<file path="src/rtl/chain_sequencer_if.sv">
// Element request/response and result write-back bus between chain_sequencer and its chain stage.
// The sequencer takes the master side; the stage (or bench) takes the slave side.
interface chain_sequencer_if #(
    parameter int SIZE_A = 8,
    parameter int SIZE_B = 8
);
    localparam int ROW_W = (SIZE_A > 1) ? $clog2(SIZE_A) : 1;
    localparam int COL_W = (SIZE_B > 1) ? $clog2(SIZE_B) : 1;

    logic               req_valid;
    logic               req_ready;
    logic [ROW_W-1:0]   req_row;
    logic [COL_W-1:0]   req_col;
    logic               rsp_valid;
    logic signed [31:0] rsp_data;
    logic               wr_en;
    logic [ROW_W-1:0]   wr_row;
    logic [COL_W-1:0]   wr_col;
    logic signed [31:0] wr_data;

    modport master (
        output req_valid, req_row, req_col, wr_en, wr_row, wr_col, wr_data,
        input  req_ready, rsp_valid, rsp_data
    );

    modport slave (
        input  req_valid, req_row, req_col, wr_en, wr_row, wr_col, wr_data,
        output req_ready, rsp_valid, rsp_data
    );
endinterface

</file>
<file path="src/rtl/chain_sequencer.sv">
// Row-major matrix walker: issues one element request at a time to a chain stage, writes each result back,
// repeats NUM_PASSES times per start. Optional running checksum output enabled by CHAIN_SEQ_CHECKSUM_EN.
module chain_sequencer #(
    parameter int SIZE_A     = 8,
    parameter int SIZE_B     = 8,
    parameter int NUM_PASSES = 1,
    localparam int PASS_W    = $clog2(NUM_PASSES + 1)
) (
    input  logic              clk,
    input  logic              rst_n,
    input  logic              start,
    input  logic              abort,
    chain_sequencer_if.master bus,
    output logic [PASS_W-1:0] pass_idx,
    output logic              busy,
    output logic              done
`ifdef CHAIN_SEQ_CHECKSUM_EN
    ,
    output logic signed [31:0] checksum
`endif
);
    localparam int ROW_W = (SIZE_A > 1) ? $clog2(SIZE_A) : 1;
    localparam int COL_W = (SIZE_B > 1) ? $clog2(SIZE_B) : 1;

    localparam logic [ROW_W-1:0]  ROW_LAST  = ROW_W'(SIZE_A - 1);
    localparam logic [COL_W-1:0]  COL_LAST  = COL_W'(SIZE_B - 1);
    localparam logic [PASS_W-1:0] PASS_LAST = PASS_W'(NUM_PASSES - 1);

    typedef enum logic [1:0] {IDLE, ISSUE, WAIT_RSP, FINISH} state_t;
    state_t state;

    logic last_col;
    logic last_row;
    logic last_pass;
    logic pass_end;

    // The request index registers double as the walk position.
    assign last_col  = (bus.req_col == COL_LAST);
    assign last_row  = (bus.req_row == ROW_LAST);
    assign last_pass = (pass_idx == PASS_LAST);
    assign pass_end  = last_col && last_row;

    always_ff @(posedge clk) begin
        if (!rst_n) begin
            state         <= IDLE;
            bus.req_valid <= 1'b0;
            bus.req_row   <= '0;
            bus.req_col   <= '0;
            bus.wr_en     <= 1'b0;
            bus.wr_row    <= '0;
            bus.wr_col    <= '0;
            bus.wr_data   <= '0;
            pass_idx      <= '0;
            busy          <= 1'b0;
            done          <= 1'b0;
        end else begin
            bus.wr_en <= 1'b0;
            done      <= 1'b0;
            case (state)
                IDLE: begin
                    if (start) begin
                        state         <= ISSUE;
                        bus.req_valid <= 1'b1;
                        bus.req_row   <= '0;
                        bus.req_col   <= '0;
                        pass_idx      <= '0;
                        busy          <= 1'b1;
                    end
                end
                ISSUE: begin
                    if (abort) begin
                        state         <= IDLE;
                        bus.req_valid <= 1'b0;
                        busy          <= 1'b0;
                    end else if (bus.req_ready) begin
                        state         <= WAIT_RSP;
                        bus.req_valid <= 1'b0;
                    end
                end
                WAIT_RSP: begin
                    // Abort wins over a coincident response: the result is dropped, not written.
                    if (abort) begin
                        state <= IDLE;
                        busy  <= 1'b0;
                    end else if (bus.rsp_valid) begin
                        bus.wr_en   <= 1'b1;
                        bus.wr_row  <= bus.req_row;
                        bus.wr_col  <= bus.req_col;
                        bus.wr_data <= bus.rsp_data;
                        if (!last_col) begin
                            bus.req_col <= bus.req_col + COL_W'(1);
                        end else begin
                            bus.req_col <= '0;
                            if (!last_row) begin
                                bus.req_row <= bus.req_row + ROW_W'(1);
                            end else begin
                                bus.req_row <= '0;
                            end
                        end
                        if (pass_end && last_pass) begin
                            state <= FINISH;
                            done  <= 1'b1;
                            busy  <= 1'b0;
                        end else begin
                            state         <= ISSUE;
                            bus.req_valid <= 1'b1;
                            if (pass_end) begin
                                pass_idx <= pass_idx + PASS_W'(1);
                            end
                        end
                    end
                end
                FINISH: begin
                    state <= IDLE;
                end
                default: begin
                    state         <= IDLE;
                    bus.req_valid <= 1'b0;
                    busy          <= 1'b0;
                end
            endcase
        end
    end

`ifdef CHAIN_SEQ_CHECKSUM_EN
    // Restarting at a pass boundary means only the final pass's sum survives to done.
    always_ff @(posedge clk) begin
        if (!rst_n) begin
            checksum <= '0;
        end else if (state == IDLE && start) begin
            checksum <= '0;
        end else if (state == WAIT_RSP && bus.rsp_valid && !abort) begin
            if (pass_end && !last_pass) begin
                checksum <= '0;
            end else begin
                checksum <= checksum + bus.rsp_data;
            end
        end
    end
`endif

    a_req_hold: assert property (@(posedge clk) disable iff (!rst_n)
        (bus.req_valid && !bus.req_ready && !abort) |=>
        (bus.req_valid && $stable(bus.req_row) && $stable(bus.req_col)));

    a_done_idle: assert property (@(posedge clk) disable iff (!rst_n)
        done |-> !busy);

    a_no_req_in_flight_write: assert property (@(posedge clk) disable iff (!rst_n)
        bus.wr_en |-> $past(state == WAIT_RSP));
endmodule

</file>
<file path="src/flat_wrapper.sv">
// flat-port wrapper written by rule: the top's interface ports become plain ports
module chain_sequencer_flat 
#(
    parameter int SIZE_A     = 8,
    parameter int SIZE_B     = 8,
    parameter int NUM_PASSES = 1,
    localparam int PASS_W    = $clog2(NUM_PASSES + 1)
)
  (clk, rst_n, start, abort, pass_idx, busy, done, bus_req_valid, bus_req_row, bus_req_col, bus_wr_en, bus_wr_row, bus_wr_col, bus_wr_data, bus_req_ready, bus_rsp_valid, bus_rsp_data);
  chain_sequencer_if #(.SIZE_A(SIZE_A), .SIZE_B(SIZE_B)) bus_i ();
  input  logic clk;
  input  logic rst_n;
  input  logic start;
  input  logic abort;
  output logic [PASS_W-1:0] pass_idx;
  output logic busy;
  output logic done;
  output wire logic [$bits(bus_i.req_valid)-1:0] bus_req_valid;
  output wire logic [$bits(bus_i.req_row)-1:0] bus_req_row;
  output wire logic [$bits(bus_i.req_col)-1:0] bus_req_col;
  output wire logic [$bits(bus_i.wr_en)-1:0] bus_wr_en;
  output wire logic [$bits(bus_i.wr_row)-1:0] bus_wr_row;
  output wire logic [$bits(bus_i.wr_col)-1:0] bus_wr_col;
  output wire logic [$bits(bus_i.wr_data)-1:0] bus_wr_data;
  input wire logic [$bits(bus_i.req_ready)-1:0] bus_req_ready;
  input wire logic [$bits(bus_i.rsp_valid)-1:0] bus_rsp_valid;
  input wire logic [$bits(bus_i.rsp_data)-1:0] bus_rsp_data;
  assign bus_req_valid = bus_i.req_valid;
  assign bus_req_row = bus_i.req_row;
  assign bus_req_col = bus_i.req_col;
  assign bus_wr_en = bus_i.wr_en;
  assign bus_wr_row = bus_i.wr_row;
  assign bus_wr_col = bus_i.wr_col;
  assign bus_wr_data = bus_i.wr_data;
  assign bus_i.req_ready = bus_req_ready;
  assign bus_i.rsp_valid = bus_rsp_valid;
  assign bus_i.rsp_data = bus_rsp_data;
  chain_sequencer #(.SIZE_A(SIZE_A), .SIZE_B(SIZE_B), .NUM_PASSES(NUM_PASSES)) u_core (.clk(clk), .rst_n(rst_n), .start(start), .abort(abort), .bus(bus_i), .pass_idx(pass_idx), .busy(busy), .done(done));
endmodule
</file>
<file path="config.mk">
export PLATFORM = sky130hd
export DESIGN_NAME = chain_sequencer_flat
export DESIGN_NICKNAME = d
export VERILOG_FILES = /design/src/rtl/chain_sequencer_if.sv /design/src/rtl/chain_sequencer.sv /design/src/flat_wrapper.sv
export SDC_FILE = /design/constraint.sdc
export NUM_CORES = 1
export LEC_CHECK = 0
export ABC_AREA = 1
export ABC_CLOCK_PERIOD_IN_PS = 1200
export BUFFER_PORTS_ARGS = -buffer_cell sky130_fd_sc_hd__clkbuf_2
export CAP_MARGIN = 20
export CORE_MARGIN = 5
export CORE_UTILIZATION = 29
export DETAILED_ROUTE_END_ITERATION = 10
export HOLD_SLACK_MARGIN = 0.12
export PLACE_DENSITY = 0.63
export SYNTH_ARGS = -nofsm -noshare
export SYNTH_HDL_FRONTEND = slang
export SYNTH_SLANG_ARGS = --single-unit
</file>
<file path="constraint.sdc">
create_clock -name clk -period 1.2 [get_ports clk]
set_input_delay 0.24 -clock clk [delete_from_list [all_inputs] [get_ports clk]]
set_output_delay 0.24 -clock clk [all_outputs]
set_load 0.01 [all_outputs]
</file>
== Word-level counts from Yosys, hierarchy flattened ==
Cells that the tools add are included.
Storage, ports and cells
  bits in registers: 51
  word-level logic and storage cells: 85
  output and inout port bits: 49
  input port bits: 38
Operators by class
  bitwise gates (word level): 5
  add/subtract/negate cells: 3
  equality and inequality tests: 15
  reductions and logical operators: 14
  muxes and demuxes: 37
Operator list (number)
  $mux W3: 8
  $mux W1: 17
  $mux W2: 6
  $pmux W3 S2: 2
  $reduce_and A6 Y1: 2
  $ne A2 B2 Y1 const B: 5
  $reduce_and A5 Y1: 2
  $pmux W2 S4: 1
  $add A3 B1 Y3 const B: 2
  $eq A3 B3 Y1 const B: 2
  $ne A3 B3 Y1 const B: 2
  $pmux W1 S3: 2
  $reduce_and A3 Y1: 2
  $not A1 Y1: 5
  $eq A2 B2 Y1 const B: 2
  $ne A2 B1 Y1 const B: 2
  $reduce_and A4 Y1: 1
  $reduce_or A4 Y1: 1
  $ne A3 B2 Y1 const B: 1
  $reduce_bool A3 Y1: 1
  $reduce_or A3 Y1: 1
  $eq A2 B1 Y1 const B: 1
  $logic_and A1 B1 Y1: 2
  $logic_not A2 Y1: 1
  other kinds (3): 3

== Depth between registers and ports, before layout ==
  depth in word-level cells: 7
  depth in mapped cells: 12
  depth with buffers taken out: 11

== Worst setup path before layout ==
No wires, ideal clock.
  kind: flip-flop to flip-flop
  from: reg u_core.state[0]
  to: reg u_core.bus.req_col[2]
  arrival: 1261 ps
  slack: -174 ps
  buffers on the path: 1
  data required time: 1087 ps
  library setup time: 113 ps
  period minus slack after synthesis: 1374 ps
  cell stages (with the launch flop): 12
  cell sequence: dfxtp_1 > inv_1 > ha_1 > buf_4 > inv_2 > nand2_1 > nand2_4 > nand2_2 > inv_2 > nand2_1 > nand2_1 > nor2_1
Between the ends
  cells in the longest elaborated chain, start to end: 3
  elaborated cells between the ends (all ways): 8
  those cells by class: eq/ne (4); mux (1); reduce/logical (3)
RTL lines
  from (decl): RTL line chain_sequencer.sv:30  | state_t state;
  from (signal assigned): RTL line chain_sequencer.sv:45  | state <= IDLE;
  from (signal assigned): RTL line chain_sequencer.sv:62  | state <= ISSUE;
  from (signal assigned): RTL line chain_sequencer.sv:72  | state <= IDLE;
  $eq A2 B2 Y1 / $logic_not A2 Y1 (equally long branches): RTL line chain_sequencer.sv:59  | case (state)
  $ne A2 B2 Y1 (no line) / $reduce_bool A2 Y1 (equally long branches)
  $reduce_and A4 Y1 (no line)
  to (signal assigned): RTL line chain_sequencer.sv:91  | bus.req_col <= bus.req_col + COL_W'(1);
  to (decl): RTL line chain_sequencer_if.sv:22  | output req_valid, req_row, req_col, wr_en, wr_row, wr_col, wr_data,
Parallel ways exist; a longest one is shown, timed or not.
A chain may end at the register's enable or synchronous reset.

== Final worst setup path ==
  from: reg u_core.state[0]
  to: reg u_core.state[1]
Between the ends
  cells in the longest elaborated chain, start to end: 3
  elaborated cells between the ends (all ways): 9
  those cells by class: eq/ne (6); mux (1); reduce/logical (2)
RTL lines (RTL line)
  $eq A2 B1 Y1, or another cell as far along: chain_sequencer.sv:59
  $ne A3 B3 Y1 (no line) / $ne A2 B2 Y1 (equally long branches)
  $reduce_and A3 Y1 (no line)
Parallel ways exist; a longest one is shown, timed or not.

==> results.json <==
{
  "via_count": 2282,
  "final_nets": 440,
  "yosys.area_share.simple_pct": 29.9,
  "max_slew_margin_pct": 84.2,
  "hold_end": "u_core.bus.wr_data[27]$_SDFFE_PN0P_",
  "reg2reg_from": "u_core.state[0]$_SDFFE_PN0P_",
  "antenna_left": 0,
  "io_buffers": 86,
  "synth_nets": 332,
  "fp.dieW_um": 96.2,
  "fin_crit_sh_pct": 112,
  "cp_num_buf_inv": 4,
  "grt_pass1_vias": 2142,
  "wire_per_inst_um": 13.6,
  "clock_sinks": 51,
  "cp.arrival_ns": 1.58,
  "tightestPinTransition_ns": 0.237,
  "synth_top_cell_by_area": "dfxtp_1",
  "io_pins": 87,
  "rrSetupSlack_ns": -0.15,
  "firstDrtPassIters": 4,
  "dieHeight_um": 96.2,
  "regToRegEndpoint": "u_core.state[1]$_SDFFE_PN0P_",
  "powerDensity_nw_per_um2": 1130,
  "async_reset_ff_share_pct": 0,
  "drv_slew": 0,
  "grt_use_total_pct": 14.2,
  "startpoint_type": "flip-flop",
  "synthesis.area_um2": 2160,
  "instances_no_fill": 493,
  "finalHoldViolations": 0,
  "cts_root_buffer": "clkbuf_8",
  "rows": 31,
  "whs_path_depth": 3,
  "synth_cell_types": 20,
  "grt_pass1_wl_mm": 10.2,
  "required_ns": 1.44,
  "dp_cells": 480,
  "routed_wl_mm": 6.71,
  "synthTopCellsByArea": "dfxtp_1 (47%), nand2_1 (11%), nand3_1 (10%), a21oi_1 (9.7%), ha_1 (5.2%)",
  "netlist_instances": 285,
  "r2r_cells": 10,
  "cp_cell_sequence": "inv_4, ha_4, inv_4, nor2_4, buf_4, buf_4, nand2_1, nand2_1, nand3_1, a21oi_1",
  "synth_compound_area_share_pct": 10.4,
  "antenna_found_initial": 0,
  "clk_path_buf_depth": 2,
  "synth-xor-area-share_pct": 0,
  "drive_above_1_share_pct": 48.7,
  "layout_min_cycle_time_ns": 1.35,
  "h-tree-depth": 2,
  "drcViolationCount": 0,
  "routed_via_density": 4.63,
  "hp-class": "in -> reg",
  "yosys_most_used_dff": "dfxtp_1",
  "place_area_um2": 2890,
  "path_clk_slew_ns": 0.10,
  "cts_tree": "built",
  "antennaDiodeCount": 0,
  "finalWorstSetupSlack_ns": -0.146,
  "crit_family": "buffers and inverters",
  "ys_ff_latch": 51,
  "cap_violations": 0,
  "hold_slack_ns": 0.178,
  "fmax_ghz": 0.743,
  "fin_setup_tns_ns": -3.30,
  "final_area_um2": 3270,
  "worstSetupPathType": "reg -> reg",
  "muxShareOfSynthArea_pct": 0,
  "path_max_fanout": 4,
  "synthAdderAreaFrac_pct": 5.22,
  "gp_congestion": 0.789,
  "cts_made_buffers": 5,
  "synth_common_cells": "nand2_1 (66), dfxtp_1 (51), nand3_1 (43), a21oi_1 (42), nor2_1 (26)",
  "violations": "setup timing",
  "grt_setup_unrepaired": "yes",
  "p_leak_nw": 1.44,
  "hpwl_mm": 4.44,
  "avgSynthCellArea_um2": 7.57,
  "ir_worst_vdd_v": 0.000624,
  "power_mw": 3.72,
  "cpPeakStageDelay_ns": 0.35,
  "area_delta_synth_final_pct": 51.8,
  "min_from": "bus_rsp_data[27]",
  "setup-violations-final": 49,
  "die-area_um2": 9260,
  "overflow": 0,
  "drt_iter0_markers": 73,
  "post-route-util_pct": 45.1,
  "synth_top_family_by_area": "simple AND/OR/NAND/NOR gates",
  "synth_top_area_share_pct": 47.3,
  "synth_edf_count": 0,
  "yosysMostFrequentCell": "nand2_1",
  "core_region_area_um2": 7250,
  "cpMaxStageDelayCell": "dfxtp_2",
  "status": "complete, but fails checks",
  "endpoint_kind": "flip-flop",
  "yosysWarnings": 0,
  "fin_skew_ns": 0.00802,
  "grt_max_degree": 21,
  "clock_latency_ns": 0.30,
  "synth-seq-area-share_pct": 47.3,
  "start_util_pct": 29.7,
  "dp_slack_ns": -0.159
}
[worst min-delay path, delay by kind of cell]
kind	cells	cell delay (ns)
AND/OR/NAND/NOR	1	0.07
AO/OA/AOI/OAI	1	0.06
buffers and inverters	1	0.08
[cell type report]
type	count	area [um2]
clock buffer	5	68.8
clock inverter	3	43.8
fill	739	3980
inverter	16	67.6
multi-input combinational	200	1200
sequential	51	1030
tap	99	124
timing repair buffer	119	739
[cell usage in the layout, fill, tap and decap left out, types with 4 or more instances in the layout]
master,netlist,layout
a21oi_1,42,21
a21oi_2,0,21
buf_4,1,27
buf_6,2,5
clkbuf_2,0,84
clkbuf_8,0,5
dfxtp_1,51,45
dfxtp_2,0,4
ha_4,0,4
inv_1,13,8
inv_2,3,5
nand2_1,66,57
nand2_2,1,7
nand2_4,2,5
nand3_1,43,42
nor2_1,26,21
nor2_2,1,5
[cells by family (layout without fill, tap and decap cells)]
logic type,Yosys count,after routing
AO/OA/AOI/OAI,45,45
AND/OR/NAND/NOR,146,146
adder cells (fa/ha/maj),9,9
flip-flops,51,51
buffers and inverters,34,143
[sequential cells by signal, indices dropped and copies added, names as in the netlist]
signal,count
u_core.bus.wr_en,1
u_core.bus.wr_data,32
u_core.busy,1
u_core.pass_idx,1
u_core.bus.req_row,3
u_core.state,2
u_core.bus.req_valid,1
u_core.bus.req_col,3
u_core.bus.wr_row,3
u_core.done,1
u_core.bus.wr_col,3
[per-layer routing]
metal  routed length [um]  share of wire (%)  GRT usage (%)
met1                 2970                 44           17.6
met3                  345                5.1           3.05
met5                    0                  0              0
met4                   57               0.85           3.44
met2                 3340                 50           24.9
[how the worst max path moves through the flow]
stage | cells past startpoint | endpoint | slack, ns | start
2_1_floorplan | 12 | u_core.bus.req_col[2]$_SDFFE_PN0P_ | -0.12 | u_core.state[0]$_SDFFE_PN0P_
3_3_place_gp | 8 | u_core.bus.req_valid$_SDFFE_PN0P_ | -0.12 | u_core.state[1]$_SDFFE_PN0P_
3_5_place_dp | 8 | u_core.bus.req_valid$_SDFFE_PN0P_ | -0.16 | u_core.state[1]$_SDFFE_PN0P_
4_1_cts | 11 | u_core.bus.req_col[2]$_SDFFE_PN0P_ | -0.10 | u_core.state[0]$_SDFFE_PN0P_
5_1_grt | 11 | u_core.bus.req_col[2]$_SDFFE_PN0P_ | -0.25 | u_core.state[0]$_SDFFE_PN0P_
6_report | 10 | u_core.state[1]$_SDFFE_PN0P_ | -0.15 | u_core.state[0]$_SDFFE_PN0P_
[report_power, final]
part | total (mW) | switching, mW | internal (mW)
Sequential | 1.79 | 0.0409 | 1.75
Combinational | 0.713 | 0.381 | 0.332
Clock | 1.22 | 0.594 | 0.622
Total | 3.72 | 1.02 | 2.70
[timing repair]
action | 4_1_cts | 5_1_grt
hold endpoints to repair | 0 | 0
pin swaps | 7 | 11
setup endpoints to repair | 51 | 54
cloned | 1 | 0
hold buffers | 0 | 0
resized for setup | 24 | 40
buffers inserted | 2 | 3
(Power assumes the default switching activity.)
